## config.mk

```make
export PLATFORM = sky130hd
export DESIGN_NAME = exception_unit
export DESIGN_NICKNAME = d
export VERILOG_FILES = /design/src/rtl/exception_unit.sv
export SDC_FILE = /design/constraint.sdc
export NUM_CORES = 1
export LEC_CHECK = 0
export ABC_AREA = 1
export BUFFER_PORTS_ARGS = -buffer_cell sky130_fd_sc_hd__buf_2
export CORE_MARGIN = 2
export CORE_UTILIZATION = 51
export DETAILED_ROUTE_END_ITERATION = 8
export PLACE_DENSITY = 0.83
export SLEW_MARGIN = 25
export SYNTH_ARGS = -nofsm -noshare
export SYNTH_HDL_FRONTEND = slang
export SYNTH_SLANG_ARGS = --single-unit
```

## constraint.sdc

```tcl
create_clock -name clk -period 2.3 [get_ports clk]
set_clock_uncertainty 0.05 [all_clocks]
set_input_delay 0 -clock clk [delete_from_list [all_inputs] [get_ports clk]]
set_output_delay 0 -clock clk [all_outputs]
set_load 0.02 [all_outputs]
```

## src/rtl/exception_unit.sv

```systemverilog
// Precise-exception and ERET sequencer for the 5-stage MIPS pipeline.
// Holds the CP0 registers (Status, Cause, EPC, BadVAddr) and the kernel/user mode bit.
module exception_unit #(
    parameter int          XLEN         = 32,
    parameter logic [31:0] HANDLER_ADDR = 32'h80000180,
    parameter logic        RESET_MODE   = 1'b1
) (
    input  logic            clk,
    input  logic            reset,
    input  logic            exc_ri,
    input  logic            exc_sys,
    input  logic            exc_ret,
    input  logic            exc_ovf,
    input  logic            exc_addr,
    input  logic [XLEN-1:0] exc_badaddr,
    input  logic [XLEN-1:0] exc_pc,
    input  logic            irq,
    input  logic            mem_busy,
    input  logic            cowrite,
    input  logic [4:0]      co_idx,
    input  logic [XLEN-1:0] co_wdata,
    output logic [XLEN-1:0] co_rdata,
    output logic            cpu_mode,
    output logic            flush,
    output logic            pc_load,
    output logic [XLEN-1:0] pc_target,
    output logic            busy
);

    typedef enum logic [1:0] {
        IDLE     = 2'd0,
        DRAIN    = 2'd1,
        FLUSH    = 2'd2,
        REDIRECT = 2'd3
    } state_t;

    localparam logic [4:0] IDX_BADVADDR = 5'd8;
    localparam logic [4:0] IDX_STATUS   = 5'd12;
    localparam logic [4:0] IDX_CAUSE    = 5'd13;
    localparam logic [4:0] IDX_EPC      = 5'd14;

    state_t          state_q;
    logic            flush_q;
    logic            pc_load_q;
    logic            busy_q;
    logic [XLEN-1:0] pc_target_q;
    logic            cpu_mode_q;
    logic            eret_q;
    logic            status_ie_q;
    logic [4:0]      exc_code_q;
    logic [XLEN-1:0] epc_q;
    logic [XLEN-1:0] badvaddr_q;

    logic            is_idle_s;
    logic            irq_take_s;
    logic            exc_take_s;
    logic            eret_take_s;
    logic            mtc0_en_s;
    logic [4:0]      code_s;

    // Event arbitration: pick the highest-priority source and gate MTC0 behind it.
    always_comb begin
        is_idle_s   = (state_q == IDLE);
        irq_take_s  = irq & status_ie_q & ~cpu_mode_q;
        exc_take_s  = is_idle_s & (exc_addr | exc_ovf | exc_ri | exc_sys | irq_take_s);
        eret_take_s = is_idle_s & ~exc_take_s & exc_ret & cpu_mode_q;
        mtc0_en_s   = cowrite & is_idle_s & cpu_mode_q & ~exc_take_s & ~eret_take_s;
        if (exc_addr) begin
            code_s = 5'd4;
        end else if (exc_ovf) begin
            code_s = 5'd12;
        end else if (exc_ri) begin
            code_s = 5'd10;
        end else if (exc_sys) begin
            code_s = 5'd8;
        end else begin
            code_s = 5'd0;
        end
    end

    // MFC0 read mux.
    always_comb begin
        case (co_idx)
            IDX_BADVADDR: co_rdata = badvaddr_q;
            IDX_STATUS:   co_rdata = {{(XLEN-1){1'b0}}, status_ie_q};
            IDX_CAUSE:    co_rdata = {{(XLEN-7){1'b0}}, exc_code_q, 2'b00};
            IDX_EPC:      co_rdata = epc_q;
            default:      co_rdata = {XLEN{1'b0}};
        endcase
    end

    // Sequencer FSM with registered outputs, plus CP0 register updates.
    always_ff @(posedge clk) begin
        if (reset) begin
            state_q     <= IDLE;
            flush_q     <= 1'b0;
            pc_load_q   <= 1'b0;
            busy_q      <= 1'b0;
            pc_target_q <= {XLEN{1'b0}};
            cpu_mode_q  <= RESET_MODE;
            eret_q      <= 1'b0;
            status_ie_q <= 1'b0;
            exc_code_q  <= 5'd0;
            epc_q       <= {XLEN{1'b0}};
            badvaddr_q  <= {XLEN{1'b0}};
        end else begin
            case (state_q)
                IDLE: begin
                    if (exc_take_s || eret_take_s) begin
                        state_q <= mem_busy ? DRAIN : FLUSH;
                        flush_q <= ~mem_busy;
                        busy_q  <= 1'b1;
                    end
                end
                DRAIN: begin
                    if (!mem_busy) begin
                        state_q <= FLUSH;
                        flush_q <= 1'b1;
                    end
                end
                FLUSH: begin
                    state_q   <= REDIRECT;
                    flush_q   <= 1'b1;
                    pc_load_q <= 1'b1;
                end
                REDIRECT: begin
                    state_q   <= IDLE;
                    flush_q   <= 1'b0;
                    pc_load_q <= 1'b0;
                    busy_q    <= 1'b0;
                    // ERET drops privilege only once the redirect is committed.
                    if (eret_q) begin
                        cpu_mode_q <= 1'b0;
                    end
                end
                default: begin
                    state_q   <= IDLE;
                    flush_q   <= 1'b0;
                    pc_load_q <= 1'b0;
                    busy_q    <= 1'b0;
                end
            endcase

            if (exc_take_s) begin
                epc_q       <= exc_pc;
                exc_code_q  <= code_s;
                cpu_mode_q  <= 1'b1;
                pc_target_q <= HANDLER_ADDR[XLEN-1:0];
                eret_q      <= 1'b0;
                if (exc_addr) begin
                    badvaddr_q <= exc_badaddr;
                end
            end else if (eret_take_s) begin
                pc_target_q <= epc_q;
                eret_q      <= 1'b1;
            end else if (mtc0_en_s) begin
                case (co_idx)
                    IDX_BADVADDR: badvaddr_q  <= co_wdata;
                    IDX_STATUS:   status_ie_q <= co_wdata[0];
                    IDX_CAUSE:    exc_code_q  <= co_wdata[6:2];
                    IDX_EPC:      epc_q       <= co_wdata;
                    default:      epc_q       <= epc_q;
                endcase
            end
        end
    end

    assign flush     = flush_q;
    assign pc_load   = pc_load_q;
    assign busy      = busy_q;
    assign pc_target = pc_target_q;
    assign cpu_mode  = cpu_mode_q;

endmodule

```

### Word-level counts from Yosys, hierarchy flattened

Cells that the tools add are included.

* register bits: 109
* bits in latches: 0
* memory bits (writable): 0
* bits in read-only memories: 0
* input port bits: 111
* output and inout bits: 68
* word-level logic and storage cells: 88
* memories kept: 0

* $add $sub $neg: 0
* multiply operators: 0
* divide/modulo/power cells: 0
* magnitude comparators: 0
* equality and inequality tests: 11
* shift operators: 0
* multiplexer cells: 30
* bitwise logic cells: 18
* reduce and logical (&&, ||, !) cells: 17

Operators with widths (count)
* 32-bit two-way mux: 11
* 32-bit one-hot mux with 4 select lines: 1
* 5-bit by 4-bit == test with 1-bit output (second input constant): 4
* 5-bit two-way mux: 4
* 4-bit two-way mux: 4
* 2-bit nonzero test: 7
* 1-bit AND: 10
* 2-bit one-hot mux with 4 select lines: 1
* 4-bit AND reduction: 2
* 2-bit two-way mux: 3
* 2-bit inequality test (second input constant): 3
* 2-bit AND reduction: 3
* 3-bit AND reduction: 2
* 2-bit == test (second input constant): 2
* 1-bit NOT: 4
* 1-bit OR: 4
* 1-bit one-hot mux with 2 select lines: 2
* 1-bit one-hot mux with 4 select lines: 1
* 1-bit two-way mux: 3
* 2-bit by 1-bit == test with 1-bit output (second input constant): 1
* 2-bit zero test: 1
* 2-bit by 1-bit inequality test with 1-bit output (second input constant): 1
* 2-bit OR reduction: 1
* 1-bit logical OR: 1

### Longest topological paths before layout

* word-level depth: 14
* mapped depth: 10
* gate-level depth less buffers: 9

### Least setup slack after synthesis

Ideal clock, no wire load.

* kind: reg-to-reg
* start: register state_q[1]
* end: register pc_target_q[18] (netlist: pc_target[18])
* library setup time: 119 ps
* arrival: 1636 ps
* data required time: 2131 ps
* setup slack: 495 ps
* stages on the path, launching flop included: 11
* path buffers: 2
* clock period less this slack: 1805 ps
* cell sequence: dfxtp_1 -> inv_1 -> ha_1 -> inv_1 -> nor2_1 -> nand2_1 -> inv_1 -> buf_4 -> buf_2 -> o21ai_0 -> a21oi_1

* word-level cells in the longest chain between the ends: 6
* elaborated cells on any way between the ends: 7
* those cells by class: 5 x bitwise; 2 x reduce/logical

Ends and longest elaborated chain
* from (decl): line 42 `state_t state_q;`
* from (signal assigned): line 110 `state_q <= mem_busy ? DRAIN : FLUSH;`
* 2-bit zero test (*): line 63 `is_idle_s = (state_q == IDLE);`
* 1-bit AND: line 65 `exc_take_s = is_idle_s & (exc_addr | exc_ovf | exc_ri | exc_sys | irq_take_s);`
* 1-bit NOT: line 66 `eret_take_s = is_idle_s & ~exc_take_s & exc_ret & cpu_mode_q;`
* 1-bit AND (3 in series): line 66
* to (signal assigned): line 99 `pc_target_q <= {XLEN{1'b0}};`
* to (signal assigned): line 148 `pc_target_q <= HANDLER_ADDR[XLEN-1:0];`
* to (signal assigned): line 154 `pc_target_q <= epc_q;`
* to (decl): line 46 `logic [XLEN-1:0] pc_target_q;`

Every way passes the cells marked *; elsewhere a longest branch is shown, timed or not.
A chain may end at the register's enable or synchronous reset.

### Worst setup path after layout

* start: register state_q[1]
* end: register badvaddr_q[8]

* word-level cells in the longest chain between the ends: 10
* elaborated cells on any way between the ends: 17
* those cells by class: 2 x eq/ne; 1 x mux; 10 x bitwise; 4 x reduce/logical

Ends and longest elaborated chain
* 2-bit zero test (*): line 63
* 1-bit AND: line 65
* 1-bit NOT: line 66, 67
* 1-bit AND (3 in series): line 66
* 1-bit NOT: line 67 `mtc0_en_s = cowrite & is_idle_s & cpu_mode_q & ~exc_take_s & ~eret_take_s;`
* 1-bit AND: line 67
* 2-bit nonzero test (no source line)
* 4-bit AND reduction (no source line)
* to (signal assigned): line 105 `badvaddr_q <= {XLEN{1'b0}};`
* to (signal assigned): line 151 `badvaddr_q <= exc_badaddr;`
* to (signal assigned): line 158 `IDX_BADVADDR: badvaddr_q <= co_wdata;`
* to (decl): line 52 `logic [XLEN-1:0] badvaddr_q;`

Marked as above.

==> metrics.md <==
| Metric | Value |
|---|---|
| Status | finished, final reports clean |
| Clk_lat worst skew | ~0.36 ns |
| Final hold violations | 0 |
| Clock buffer depth | 2 |
| CTS tree | yes |
| Required time worst endpoint | between 2 and 3 ns |
| Fin util | approximately 75% |
| Seq cells post-synth | 108 |
| Clock Pin Slew Worst Setup and Hold Paths | approximately 0.11 ns |
| Worst Path Arrival | 2.49 ns |
| Setup WS post-layout | 0.0622 ns |
| Cts bufs inserted | 9 |
| Worst hold path class | in2reg |
| Share of cells above drive strength 1 | about a fifth |
| Vias/cell | 5.09 |
| Initial antenna violation count | 0 |
| Critical path class | reg2reg |
| Filler instances | approximately 740 |
| Simple-Gate Fraction of Synth Area | roughly 36% |
| Min Clock Period, post-route | 2.24 ns |
| Complex-gate fraction of the synthesized area | between 10% and 20% |
| Io pins | 179 |
| Ys Warns | 0 |
| GRT Overall Usage | 30.5% |
| Starting DRT DRC Count | between 400 and 500 |
| IO buf count | around 180 |
| Synth Net Count | 962 |
| Core Rows | 37 |
| Starting Density | between 50% and 60% |
| Power Density | around 1000 nW/µm² |
| Worst Setup End Kind | flip-flop |
| Remaining DRCs | 0 |
| DP HPWL | roughly 10 mm |
| Post-DP Area | 6250 µm² |
| Syn Std Cell Area | around 5300 µm² |
| Fmax | 0.447 GHz |
| GRT overflow | 0 |
| Setup Viol. Count Final | 0 |
| Leak | between 4 and 5 nW |
| Avg Cell Area, Syn | ~6.2 µm² |
| First-pass GRT wire length | between 20 and 30 mm |
| Critical-path maximum fanout | 7 |
| First drt pass iteration count | 6 |
| VDD IR-drop max | 0.619 mV |
| Max Cap Violations | 0 |
| Via Count | roughly 6,400 |
| Total power | between 7 and 8 mW |
| Final period util | a little over nine tenths |
| Slew headroom | a little under three quarters |
| CTS HTree Levels | 3 |
| Main combinational cell family by area after synthesis | simple AND/OR/NAND/NOR gates |
| Clk sinks | about 110 |
| Layout area overhead | 45.0% |
| Worst slew pin tran | 0.428 ns |
| Post-Synthesis Cells | 846 |
| Final RePlAce weighted congestion | between 0.8 and 0.9 |
| Mux share of post-synthesis cell area | 0% |
| Post-place setup slack | around 0.44 ns |
| Area of the core | approximately 10,000 µm² |
| CTS Root Cell | clkbuf_8 |
| Die Wd | roughly 110 µm |
| Final #Nets | roughly 1,200 |
| Ant diodes | 0 |
| Finished Cell Area | around 7700 µm² |
| Max Slew Vio Count | 0 |
| Seq/Total Area, Yosys | between 40% and 50% |
| Synth Area in Adders | 1.18% |
| Synth Area in XOR/XNOR | 0% |
| Vias in the first global route | between 6,000 and 7,000 |
| Die Ht | around 110 µm |
| DIE AREA | ~11,000 µm² |
| Count of cell types in the netlist | 23 |
| Largest net degree at the start of global routing | 66 |
| Setup TNS | 0 ns |
| Total Wirelength | ~18 mm |
| Startpoint types | flip-flop |
| Drt wl/cell | ~14 µm |
| Antenna-violating nets left | 0 |
## metrics by stage
step | hold WS [ns] | instances
2_1_floorplan | 0.0191 | 846
3_3_place_gp | 0.214 | 1128
3_5_place_dp | 0.218 | 1128
4_1_cts | 0.00260 | 1256
5_1_grt | 0.0611 | 1260
6_report | 0.0144 | 1260
## path summary, 6_finish.rpt
| path | slack [ns] | from | depth (start not counted) | to |
|---|---|---|---|---|
| worst max-delay path | 0.06 | state_q[1] | 10 | badvaddr_q[8] |
| worst max register to register | 0.06 | state_q[1] | 10 | badvaddr_q[8] |
| worst min register to register | 0.43 | epc_q[21] | 2 | pc_target[21] |
| worst min-delay path | 0.01 | co_idx[1] | 5 | status_ie_q |
## per-layer routing
layer | vias up | share of wire [%] | wire (µm) | GRT usage [%]
li1 | 3147 | - | - | -
met1 | 2873 | 39 | 7020 | 35.2
met2 | 322 | 49 | 8750 | 53.5
met3 | 76 | 7.7 | 1380 | 5.32
met4 | 0 | 4.1 | 730 | 16.4
met5 | - | 0 | 0 | 0
## synthesized netlist by cell type (all sizes together)
library cell	instances	area (µm²)
a21oi	38	201
dfxtp	108	2160
nand2	328	1230
o221ai	6	52.6
buf	28	158
o22ai	26	163
nand4	3	18.8
nor4	1	6.26
nand3	8	45.0
inv	82	308
nor2	152	578
clkbuf	19	72.6
nor3	2	10.0
o21ai	38	201
ha	5	62.6
nand3b	2	15.0
## cell usage in the layout (no fill, tap or decap), types with 2 or more instances in the layout
cell type / netlist / layout
a21oi_1: 37 / 37
buf_12: 0 / 3
buf_2: 18 / 178
buf_4: 8 / 12
clkbuf_16: 0 / 3
clkbuf_8: 0 / 9
clkinv_4: 0 / 2
clkinvlp_4: 0 / 3
dfxtp_1: 108 / 106
dfxtp_2: 0 / 2
dlygate4sd3_1: 0 / 113
ha_1: 5 / 4
inv_1: 82 / 77
inv_2: 0 / 5
nand2_1: 328 / 328
nand3_1: 7 / 7
nand3b_1: 2 / 2
nand4_1: 3 / 3
nor2_1: 149 / 149
nor2_2: 3 / 2
nor3_1: 2 / 2
o21ai_0: 37 / 37
o221ai_1: 6 / 6
o22ai_1: 26 / 26
## report_power, final
group          internal [mW]  switching [mW]
clock network          0.393           0.637
registers               2.46           0.182
logic                   1.54            2.57
## logic make-up after synthesis
logic type | Yosys count
buffers and inverters | 129
and+or+nand+nor | 496
DFF | 108
adders and majority gates | 5
AOI/OAI and AO/OA | 108
## worst max-delay path, cell delays in order (launching register included)
cell	delay [ns]
dfxtp_2	0.36
inv_2	0.07
ha_2	0.20
inv_2	0.08
nor2_4	0.33
clkbuf_16	0.24
nand2_1	0.06
nand2_1	0.08
dlygate4sd3_1	0.56
nor2_1	0.05
nor2_1	0.11
## area by class of cell
class                           instances  area [µm²]  area share, %
Multi-Input combinational cell        609        2590           33.8
Clock inverter                          5        40.0          0.523
Sequential cell                       108        2160           28.3
Tap cell                              136         170           2.22
Clock buffer                           10         128           1.67
Inverter                               82         308           4.02
Timing Repair Buffer                  310        2260           29.5
## flip-flops by register name, summed over array words and instances, names as in the netlist
signal and flops:
badvaddr_q 32, epc_q 32, pc_target 32, exc_code_q 5
state_q 2, busy 1, cpu_mode 1, eret_q 1
pc_load 1, status_ie_q 1
## what timing repair did
| action | 4_1_cts | 5_1_grt |
|---|---|---|
| endpoints found under the setup margin | 0 | 18 |
| hold endpoints to repair | 76 | 0 |
| gates resized for setup | 0 | 13 |
| setup buffers | 0 | 1 |
| hold buffers | 113 | 0 |
(Power assumes the default switching activity.)
